<file path="config.mk">
export PLATFORM = sky130hd
export DESIGN_NAME = ex_muldiv_unit
export DESIGN_NICKNAME = d
export VERILOG_FILES = /design/src/rtl/muldiv_pkg.sv /design/src/rtl/div_step.sv /design/src/rtl/ex_muldiv_unit.sv
export SDC_FILE = /design/constraint.sdc
export NUM_CORES = 2
export LEC_CHECK = 0
export CAP_MARGIN = 20
export CELL_PAD_IN_SITES_DETAIL_PLACEMENT = 1
export CELL_PAD_IN_SITES_GLOBAL_PLACEMENT = 1
export CORE_MARGIN = 5
export CORE_UTILIZATION = 55
export DETAILED_ROUTE_END_ITERATION = 12
export PLACE_DENSITY = 0.95
export SYNTH_ARGS = -nofsm -noshare
export SYNTH_HDL_FRONTEND = slang
export SYNTH_SLANG_ARGS = --single-unit
</file>
<file path="constraint.sdc">
create_clock -name clk -period 13.2 [get_ports clk]
set_input_delay 1.98 -clock clk [delete_from_list [all_inputs] [get_ports clk]]
set_output_delay 1.98 -clock clk [all_outputs]
set_load 0.03 [all_outputs]
</file>
<file path="src/rtl/muldiv_pkg.sv">
// Shared encodings for the RV32M multiply/divide execution unit:
// funct3 values, FSM state type and fixed RV32M constants.
package muldiv_pkg;

    localparam logic [6:0]  M_FUNCT7  = 7'b0000001;
    localparam logic [31:0] INT_MIN   = 32'h80000000;

    localparam logic [2:0]  F3_MUL    = 3'b000;
    localparam logic [2:0]  F3_MULH   = 3'b001;
    localparam logic [2:0]  F3_MULHSU = 3'b010;
    localparam logic [2:0]  F3_MULHU  = 3'b011;
    localparam logic [2:0]  F3_DIV    = 3'b100;
    localparam logic [2:0]  F3_DIVU   = 3'b101;
    localparam logic [2:0]  F3_REM    = 3'b110;
    localparam logic [2:0]  F3_REMU   = 3'b111;

    typedef enum logic [1:0] {
        ST_IDLE = 2'b00,
        ST_MUL  = 2'b01,
        ST_DIV  = 2'b10,
        ST_DONE = 2'b11
    } state_t;

endpackage

</file>
<file path="src/rtl/div_step.sv">
// One restoring-division iteration on unsigned magnitudes:
// shift {rem,quo} left, subtract the divisor when it fits, shift in the quotient bit.
module div_step #(
    parameter int XLEN = 32
) (
    input  logic [XLEN-1:0] i_rem,
    input  logic [XLEN-1:0] i_quo,
    input  logic [XLEN-1:0] i_divisor,
    output logic [XLEN-1:0] o_rem,
    output logic [XLEN-1:0] o_quo
);

    logic [XLEN:0] w_rem_sh;
    logic          w_ge;

    // The shifted remainder is one bit wider than XLEN, so compare at XLEN+1 bits.
    assign w_rem_sh = {i_rem, i_quo[XLEN-1]};
    assign w_ge     = (w_rem_sh >= {1'b0, i_divisor});
    assign o_rem    = w_ge ? (w_rem_sh[XLEN-1:0] - i_divisor) : w_rem_sh[XLEN-1:0];
    assign o_quo    = {i_quo[XLEN-2:0], w_ge};

endmodule

</file>
<file path="src/rtl/ex_muldiv_unit.sv">
// Multi-cycle RV32M unit in EX: 2-cycle multiply, XLEN+1-cycle restoring divide,
// 1-cycle divide special cases; stalls the front end until the result is ready.
module ex_muldiv_unit
    import muldiv_pkg::*;
#(
    parameter int XLEN  = 32,
    parameter int CNT_W = 6
) (
    input  logic            clk,
    input  logic            rst,
    input  logic            clear,
    input  logic            start,
    input  logic [2:0]      funct3,
    input  logic [XLEN-1:0] Op1,
    input  logic [XLEN-1:0] Op2,
    output logic            stall_o,
    output logic            done_o,
    output logic [XLEN-1:0] result_o
);

    localparam logic [CNT_W-1:0] L_CNT_LAST = CNT_W'(XLEN - 1);
    localparam logic [CNT_W-1:0] L_CNT_ONE  = {{(CNT_W-1){1'b0}}, 1'b1};
    localparam logic [XLEN-1:0]  L_ZERO     = {XLEN{1'b0}};
    localparam logic [XLEN-1:0]  L_ONES     = {XLEN{1'b1}};

    state_t            r_state;
    logic [2:0]        r_f3;
    logic [XLEN-1:0]   r_op1;
    logic [XLEN-1:0]   r_op2;
    logic [XLEN-1:0]   r_rem;
    logic [XLEN-1:0]   r_quo;
    logic [XLEN-1:0]   r_div;
    logic [CNT_W-1:0]  r_cnt;
    logic              r_qneg;
    logic              r_rneg;
    logic              r_done;
    logic [XLEN-1:0]   r_result;

    logic              w_sgn;
    logic              w_div0;
    logic              w_ovf;
    logic              w_ext_a;
    logic              w_ext_b;
    logic [2*XLEN-1:0] w_a;
    logic [2*XLEN-1:0] w_b;
    logic [2*XLEN-1:0] w_prod;
    logic [XLEN-1:0]   w_rem_nx;
    logic [XLEN-1:0]   w_quo_nx;

    function automatic logic [XLEN-1:0] neg_if(input logic [XLEN-1:0] v, input logic neg);
        return neg ? (~v + {{(XLEN-1){1'b0}}, 1'b1}) : v;
    endfunction

    // Divide-group decode on the live inputs, used only at acceptance.
    assign w_sgn  = ~funct3[0];
    assign w_div0 = (Op2 == L_ZERO);
    assign w_ovf  = w_sgn && (Op1 == INT_MIN) && (Op2 == L_ONES);

    // Operands sign-extended to 2*XLEN so the truncated product is the exact signed product.
    assign w_ext_a = (r_f3 != F3_MULHU) & r_op1[XLEN-1];
    assign w_ext_b = ((r_f3 == F3_MUL) || (r_f3 == F3_MULH)) & r_op2[XLEN-1];
    assign w_a     = {{XLEN{w_ext_a}}, r_op1};
    assign w_b     = {{XLEN{w_ext_b}}, r_op2};
    assign w_prod  = w_a * w_b;

    div_step #(.XLEN(XLEN)) u_div_step (
        .i_rem     (r_rem),
        .i_quo     (r_quo),
        .i_divisor (r_div),
        .o_rem     (w_rem_nx),
        .o_quo     (w_quo_nx)
    );

    assign stall_o  = start & ~r_done;
    assign done_o   = r_done;
    assign result_o = r_result;

    // Control FSM and datapath registers; clear aborts but leaves the held result alone.
    always_ff @(posedge clk or posedge rst) begin
        if (rst) begin
            r_state  <= ST_IDLE;
            r_f3     <= 3'b000;
            r_op1    <= L_ZERO;
            r_op2    <= L_ZERO;
            r_rem    <= L_ZERO;
            r_quo    <= L_ZERO;
            r_div    <= L_ZERO;
            r_cnt    <= {CNT_W{1'b0}};
            r_qneg   <= 1'b0;
            r_rneg   <= 1'b0;
            r_done   <= 1'b0;
            r_result <= L_ZERO;
        end else if (clear) begin
            r_state <= ST_IDLE;
            r_done  <= 1'b0;
        end else begin
            case (r_state)
                ST_IDLE: begin
                    r_done <= 1'b0;
                    if (start) begin
                        r_f3  <= funct3;
                        r_op1 <= Op1;
                        r_op2 <= Op2;
                        if (!funct3[2]) begin
                            r_state <= ST_MUL;
                        end else if (w_div0) begin
                            r_result <= funct3[1] ? Op1 : L_ONES;
                            r_done   <= 1'b1;
                            r_state  <= ST_DONE;
                        end else if (w_ovf) begin
                            r_result <= funct3[1] ? L_ZERO : INT_MIN;
                            r_done   <= 1'b1;
                            r_state  <= ST_DONE;
                        end else begin
                            r_quo   <= neg_if(Op1, w_sgn & Op1[XLEN-1]);
                            r_div   <= neg_if(Op2, w_sgn & Op2[XLEN-1]);
                            r_rem   <= L_ZERO;
                            r_cnt   <= {CNT_W{1'b0}};
                            r_qneg  <= w_sgn & (Op1[XLEN-1] ^ Op2[XLEN-1]);
                            r_rneg  <= w_sgn & Op1[XLEN-1];
                            r_state <= ST_DIV;
                        end
                    end
                end
                ST_MUL: begin
                    r_result <= (r_f3 == F3_MUL) ? w_prod[XLEN-1:0] : w_prod[2*XLEN-1:XLEN];
                    r_done   <= 1'b1;
                    r_state  <= ST_DONE;
                end
                ST_DIV: begin
                    r_rem <= w_rem_nx;
                    r_quo <= w_quo_nx;
                    r_cnt <= r_cnt + L_CNT_ONE;
                    if (r_cnt == L_CNT_LAST) begin
                        r_result <= r_f3[1] ? neg_if(w_rem_nx, r_rneg) : neg_if(w_quo_nx, r_qneg);
                        r_done   <= 1'b1;
                        r_state  <= ST_DONE;
                    end
                end
                ST_DONE: begin
                    r_done  <= 1'b0;
                    r_state <= ST_IDLE;
                end
                default: begin
                    r_done  <= 1'b0;
                    r_state <= ST_IDLE;
                end
            endcase
        end
    end

endmodule

</file>
Yosys cells after proc, flatten, opt, wreduce, memory -nomap -nowiden
Index checks and enable logic that the tools add are counted.
Storage, ports and cells
  bits in registers: 206
  input port bits: 71
  output and inout port bits: 34
  logic and storage cells: 109
Cells by class
  add/subtract/negate cells: 6
  multipliers: 1
  $lt $le $gt $ge: 1
  equal/unequal tests: 16
  muxes and demuxes: 44
  bitwise gates (word level): 16
  reductions and logical operators: 13
Operators with widths (count)
  two-way mux 32 bit: 22
  adder 32 x 1 -> 32 bit, second input constant: 4
  NOT 32 bit: 4
  case mux 32 bit (2 select lines): 2
  case mux 32 bit (3 select lines): 1
  == test 32 bit, second input constant: 2
  multiplier 33 x 33 -> 64 bit: 1
  >= comparator 33 x 32 -> 1 bit: 1
  logical NOT 32 bit: 1
  subtractor 32 bit: 1
  two-way mux 6 bit: 4
  AND reduction 6 bit: 3
  case mux 6 bit (2 select lines): 1
  inequality test 2 bit, second input constant: 5
  inequality test 3 bit, second input constant: 3
  two-way mux 1 bit: 8
  two-way mux 2 bit: 4
  case mux 2 bit (4 select lines): 1
  adder 6 x 1 -> 6 bit, second input constant: 1
  bitwise AND 1 bit: 6
  == test 6 x 5 -> 1 bit, second input constant: 1
  NOT 1 bit: 5
  == test 2 bit, second input constant: 2
  case mux 1 bit (4 select lines): 1
  other kinds (12): 13

Logic depth before layout (Yosys ltp)
  word-level depth: 9
  gate-level depth with buffers: 34
  depth with buffers taken out: 31

Modules after synthesis
A second synthesis with hierarchy kept.
Second synthesis, totals
  cell total of the unflattened synthesis: 6030
  area, all modules: 52735.6 um^2
By module, submodules not included
  ex_muldiv_unit: times used 1, cells an instance 5675, area an instance 50164.4 um^2, seq. area each 5154.9 um^2
  div_step: times used 1, cells an instance 355, area an instance 2571.2 um^2, seq. area each 0.0 um^2

Least setup slack after synthesis
Ideal clock, no wire load.
  path type: register to register
  start point: register r_f3[1]
  end point: register r_result[29] (netlist: result_o[29])
  library setup time: 0.135 ns
  data arrival time: 8.413 ns
  data required time: 13.065 ns
  slack: 4.652 ns
  stages on the path, launching flop included: 35
  buffers on the path: 3
  period minus slack after synthesis: 8.548 ns
  cells stage by stage: dfrtp_1 -> clkbuf_1 -> nand2_1 -> o21a_1 -> clkbuf_1 -> nand2_1 -> inv_1 -> fa_1 -> inv_1 -> fa_1 -> inv_1 -> fa_1 -> inv_1 -> fa_1 -> inv_1 -> fa_1 -> fa_1 -> fa_1 -> inv_1 -> fa_1 -> inv_1 -> ha_1 -> clkbuf_1 -> a21o_1 -> a21o_1 -> a21o_1 -> a21oi_1 -> nor2b_1 -> o21ai_0 -> nand2b_1 -> a21oi_1 -> nand2b_1 -> nand4_1 -> a311oi_1 -> a32oi_1
Between the ends
  word-level cells in the longest chain between the ends: 6
  elaborated cells between the ends (all ways): 11
  those cells by class: mul: 1; eq/ne: 2; mux: 4; bitwise: 2; reduce/logical: 2
RTL lines
  start: declaration: RTL line ex_muldiv_unit.sv:27  | logic [2:0] r_f3;
  start signal: assignment: RTL line ex_muldiv_unit.sv:101  | r_f3 <= funct3;
  == test 3 x 1 -> 1 bit / logical NOT 3 bit (equally long branches): RTL line ex_muldiv_unit.sv:61, ex_muldiv_unit.sv:126
  logical OR 1 bit: RTL line ex_muldiv_unit.sv:61  | assign w_ext_b = ((r_f3 == F3_MUL) || (r_f3 == F3_MULH)) & r_op2[XLEN-1];
  bitwise AND 1 bit: RTL line ex_muldiv_unit.sv:61
  multiplier 33 x 33 -> 64 bit: RTL line ex_muldiv_unit.sv:64  | assign w_prod = w_a * w_b;
  two-way mux 32 bit: RTL line ex_muldiv_unit.sv:126  | r_result <= (r_f3 == F3_MUL) ? w_prod[XLEN-1:0] : w_prod[2*XLEN-1:XLEN];
  case mux 32 bit (3 select lines) (*): RTL line ex_muldiv_unit.sv:97  | case (r_state)
  end signal: assignment: RTL line ex_muldiv_unit.sv:107  | r_result <= funct3[1] ? Op1 : L_ONES;
  end signal: assignment: RTL line ex_muldiv_unit.sv:126
  end signal: assignment: RTL line ex_muldiv_unit.sv:135  | r_result <= r_f3[1] ? neg_if(w_rem_nx, r_rneg) : neg_if(w_quo_nx, r_qneg);
  end: declaration: RTL line ex_muldiv_unit.sv:37  | logic [XLEN-1:0] r_result;
Mark *: on every way between the ends. The rest lies on a longest branch, timed or not. The select of a mux whose other input is x is not followed.
A chain may end at the register's enable or synchronous reset.

Worst setup path in the final report
  start point: register r_op1[31]
  end point: register r_result[28] (netlist: result_o[28])
Between the ends
  word-level cells in the longest chain between the ends: 4
RTL lines
  start: declaration: RTL line ex_muldiv_unit.sv:28  | logic [XLEN-1:0] r_op1;
  start signal: assignment: RTL line ex_muldiv_unit.sv:102  | r_op1 <= Op1;
  bitwise AND 1 bit: RTL line ex_muldiv_unit.sv:60  | assign w_ext_a = (r_f3 != F3_MULHU) & r_op1[XLEN-1];
  multiplier 33 x 33 -> 64 bit (*): RTL line ex_muldiv_unit.sv:64
  two-way mux 32 bit (*): RTL line ex_muldiv_unit.sv:126
  case mux 32 bit (3 select lines) (*): RTL line ex_muldiv_unit.sv:97
Mark *: on every way between the ends. The rest lies on a longest branch, timed or not.

==> flow_summary.toml <==
[status]
status = "finished clean"

[synthesis]
synth_edf_count = 0
synth_ff_type = "dfrtp_1"
syn_inst = 6053
synthTopCellsByArea = "fa_1, dfrtp_1, inv_1, nand2_1, ha_1"
syn_avg_cell_area_sq_um = 8.71
yosysTopAreaCell = "fa_1"
synth_common_cells = "inv_1, fa_1, nand2_1"
yosys.area_share.simple_pct = 16.2
async_flop_share_pct = 100
syn_nets = 7504
ys_seq_area_share_pct = 9.78
synth_top_area_share_pct = 42.8
yosys_register_bits = 206
synth_most_common_cell = "inv_1"
synth_xor_xnor_area_share_pct = 3.26
synthAdderAreaFrac_pct = 48.8
synth_top_family_by_area = "adder cells"
netlist_area_sq_um = 52700
muxShareOfSynthArea_pct = 1.74
yosys.cell_types.count = 98
yosys_warnings = 0
synth_compound_area_share_pct = 8.67

[worst_hold_path]
hold_path_class = "register to register"

[final_layout]
fillers = 11131
multiInputGateArea_sq_um = 41500
fin_cells = 7213
drive_gt1_share_pct = 4.22
design_area_sq_um = 55500
syn_to_final_growth_pct = 5.36
nNetsFinal = 7379
seqCellArea_sq_um = 5170

[timing]
fin_crit_ps = 10930
finalClockSkew_ps = 28.7
setup_tns_ps = 0
post-route-period-util_pct = 82.8
maxSlewViolCount = 0
slew_headroom_pct = 20.6
hold_viol_final = 0
rsz0062_at_grt = "false"
worst_pin_slew_ps = 1190
fmax_ghz = 0.0915
finalSetupViolCount = 0

[place]
place_inst = 7162
io_buffer_count = 104
dpl-instance-area_sq_um = 54700
routabilityCongestion = 0.990
hpwl_mm = 169

[grt]
grt_pass1_wl_mm = 336
grt-ovfl-total = 0
grt_antenna_before_repair = 11
track_usage_pct = 43.1
grt_pass1_vias = 55969
grt_max_degree = 105

[setup_path]
cp-start-kind = "register"
path_class = "register to register"
cpMostUsedCell = "fa_1"
critPathCaptureType = "register"
cp_slowest_stage_delay_ps = 880
cp_data_required_time_ps = 13630
worstPathArrival_ps = 11360
cpMaxStageDelayCell = "fa_1"
cp_max_fo = 35

[detailed_routing]
ant_nets = 0
vias = 47617
drcViolationCount = 0
routedWlPerCell_um = 30.8
wirelength_mm = 222
drtIter0Drc = 4790
first_pass_iters = 9
vias_per_cell = 6.60

[clocking]
insertion_delay_ps = 560
cts_setup_buffers = 0
clkTransAtPathRegs_ps = 60
cts_tree = "done"
clock_sinks = 206
clock_path_buffers = 3
h-tree-depth = 1
ctsHoldBuffers = 0
cts-root-buf = "clkbuf_16"
cts-resized-gates = 0
cts_buffers = 25

[die]
ios = 105
dieArea_sq_um = 102000
die_y_um = 320
die_w_um = 320
rows = 113
coreArea_sq_um = 95000
start_util_pct = 55.5

[flow_run]
drv_cap = 0
[metrics by stage]
stage	hold slack (ps)	util, %	worst slack, ps
4_1_cts	486	58.4	2060
3_5_place_dp	473	57.5	2380
2_1_floorplan	456	-	4650
6_report	482	58.5	2270
3_3_place_gp	463	57.5	3370
5_1_grt	510	58.4	1990
[critical path, delay by kind of cell (launching register included)]
family | cells | cell delay [ps]
fa+ha+maj | 9 | 5510
simple gates | 4 | 680
compound gates | 7 | 2150
xor+xnor | 1 | 160
flops | 1 | 370
buf+inv | 9 | 1870
[layer usage]
layer | part of all wire (%) | track usage [%] | vias up
met1 | 31 | 45.5 | 23778
met5 | 0.026 | 0 | -
li1 | - | - | 18107
met4 | 12 | 38.8 | 8
met2 | 47 | 70.7 | 3892
met3 | 11 | 11.7 | 1832
[cell usage in the layout (no fill, tap or decap), drive strengths merged, types with 16 or more instances in the layout]
| cell | n |
|---|---|
| nand3 | 63 |
| xor2 | 90 |
| xnor2 | 106 |
| mux2i | 16 |
| clkdlybuf4s50 | 104 |
| nand2 | 1099 |
| nand2b | 39 |
| a211oi | 20 |
| nand4 | 31 |
| o21ai | 250 |
| nor4 | 19 |
| fa | 1126 |
| o31ai | 38 |
| or3 | 29 |
| mux2 | 67 |
| nor2 | 154 |
| a21oi | 171 |
| ha | 254 |
| buf | 92 |
| and2 | 287 |
| nor2b | 17 |
| dfrtp | 206 |
| o211ai | 35 |
| or4 | 19 |
| clkbuf | 36 |
| inv | 1260 |
| a21o | 47 |
| nor3 | 49 |
| a31oi | 23 |
[state kept, by name, summed over array words and instances, names as in the netlist]
signal,cells
r_op2,32
r_rneg,1
r_state,2
r_qneg,1
r_div,32
r_f3,3
result_o,32
r_cnt,6
done_o,1
r_op1,32
r_quo,32
r_rem,32
[layout make-up]
type	instances	share of cell area, %
diodes	6	0.0270
repair buffers	196	3.19
flip-flops and latches	206	9.30
well taps	1265	2.85
multi-input cells	4238	74.7
clock buffers	36	1.31
inverters	1261	8.54
clock inverters	5	0.0969
[cell families (layout without fill, tap and decap cells)]
logic type | Yosys count | count (layout)
AO/OA/AOI/OAI | 719 | 719
flip-flops | 206 | 206
multiplexers | 83 | 83
other | 0 | 6
AND/OR/NAND/NOR | 1860 | 1860
adder cells (fa/ha/maj) | 1380 | 1380
buffers and inverters | 1609 | 1498
XOR/XNOR | 196 | 196
[worst paths after layout]
check / start / end / slack, ps / cells past startpoint
max: r_op1[31]$_DFFE_PP0P_ / result_o[28]$_DFFE_PP0P_ / 2270 / 30
min: result_o[9]$_DFFE_PP0P_ / result_o[9]$_DFFE_PP0P_ / 480 / 1
max reg2reg: r_op1[31]$_DFFE_PP0P_ / result_o[28]$_DFFE_PP0P_ / 2270 / 30
min reg2reg: result_o[9]$_DFFE_PP0P_ / result_o[9]$_DFFE_PP0P_ / 480 / 1
max in group asynchronous: rst / r_op2[7]$_DFFE_PP0P_ / 9810 / 3
min in group asynchronous: rst / r_op1[30]$_DFFE_PP0P_ / 1980 / 2
Power is left out: the tool's default activity adds up to more than one toggle a clock period on the data nets, which glitch-free logic cannot reach.
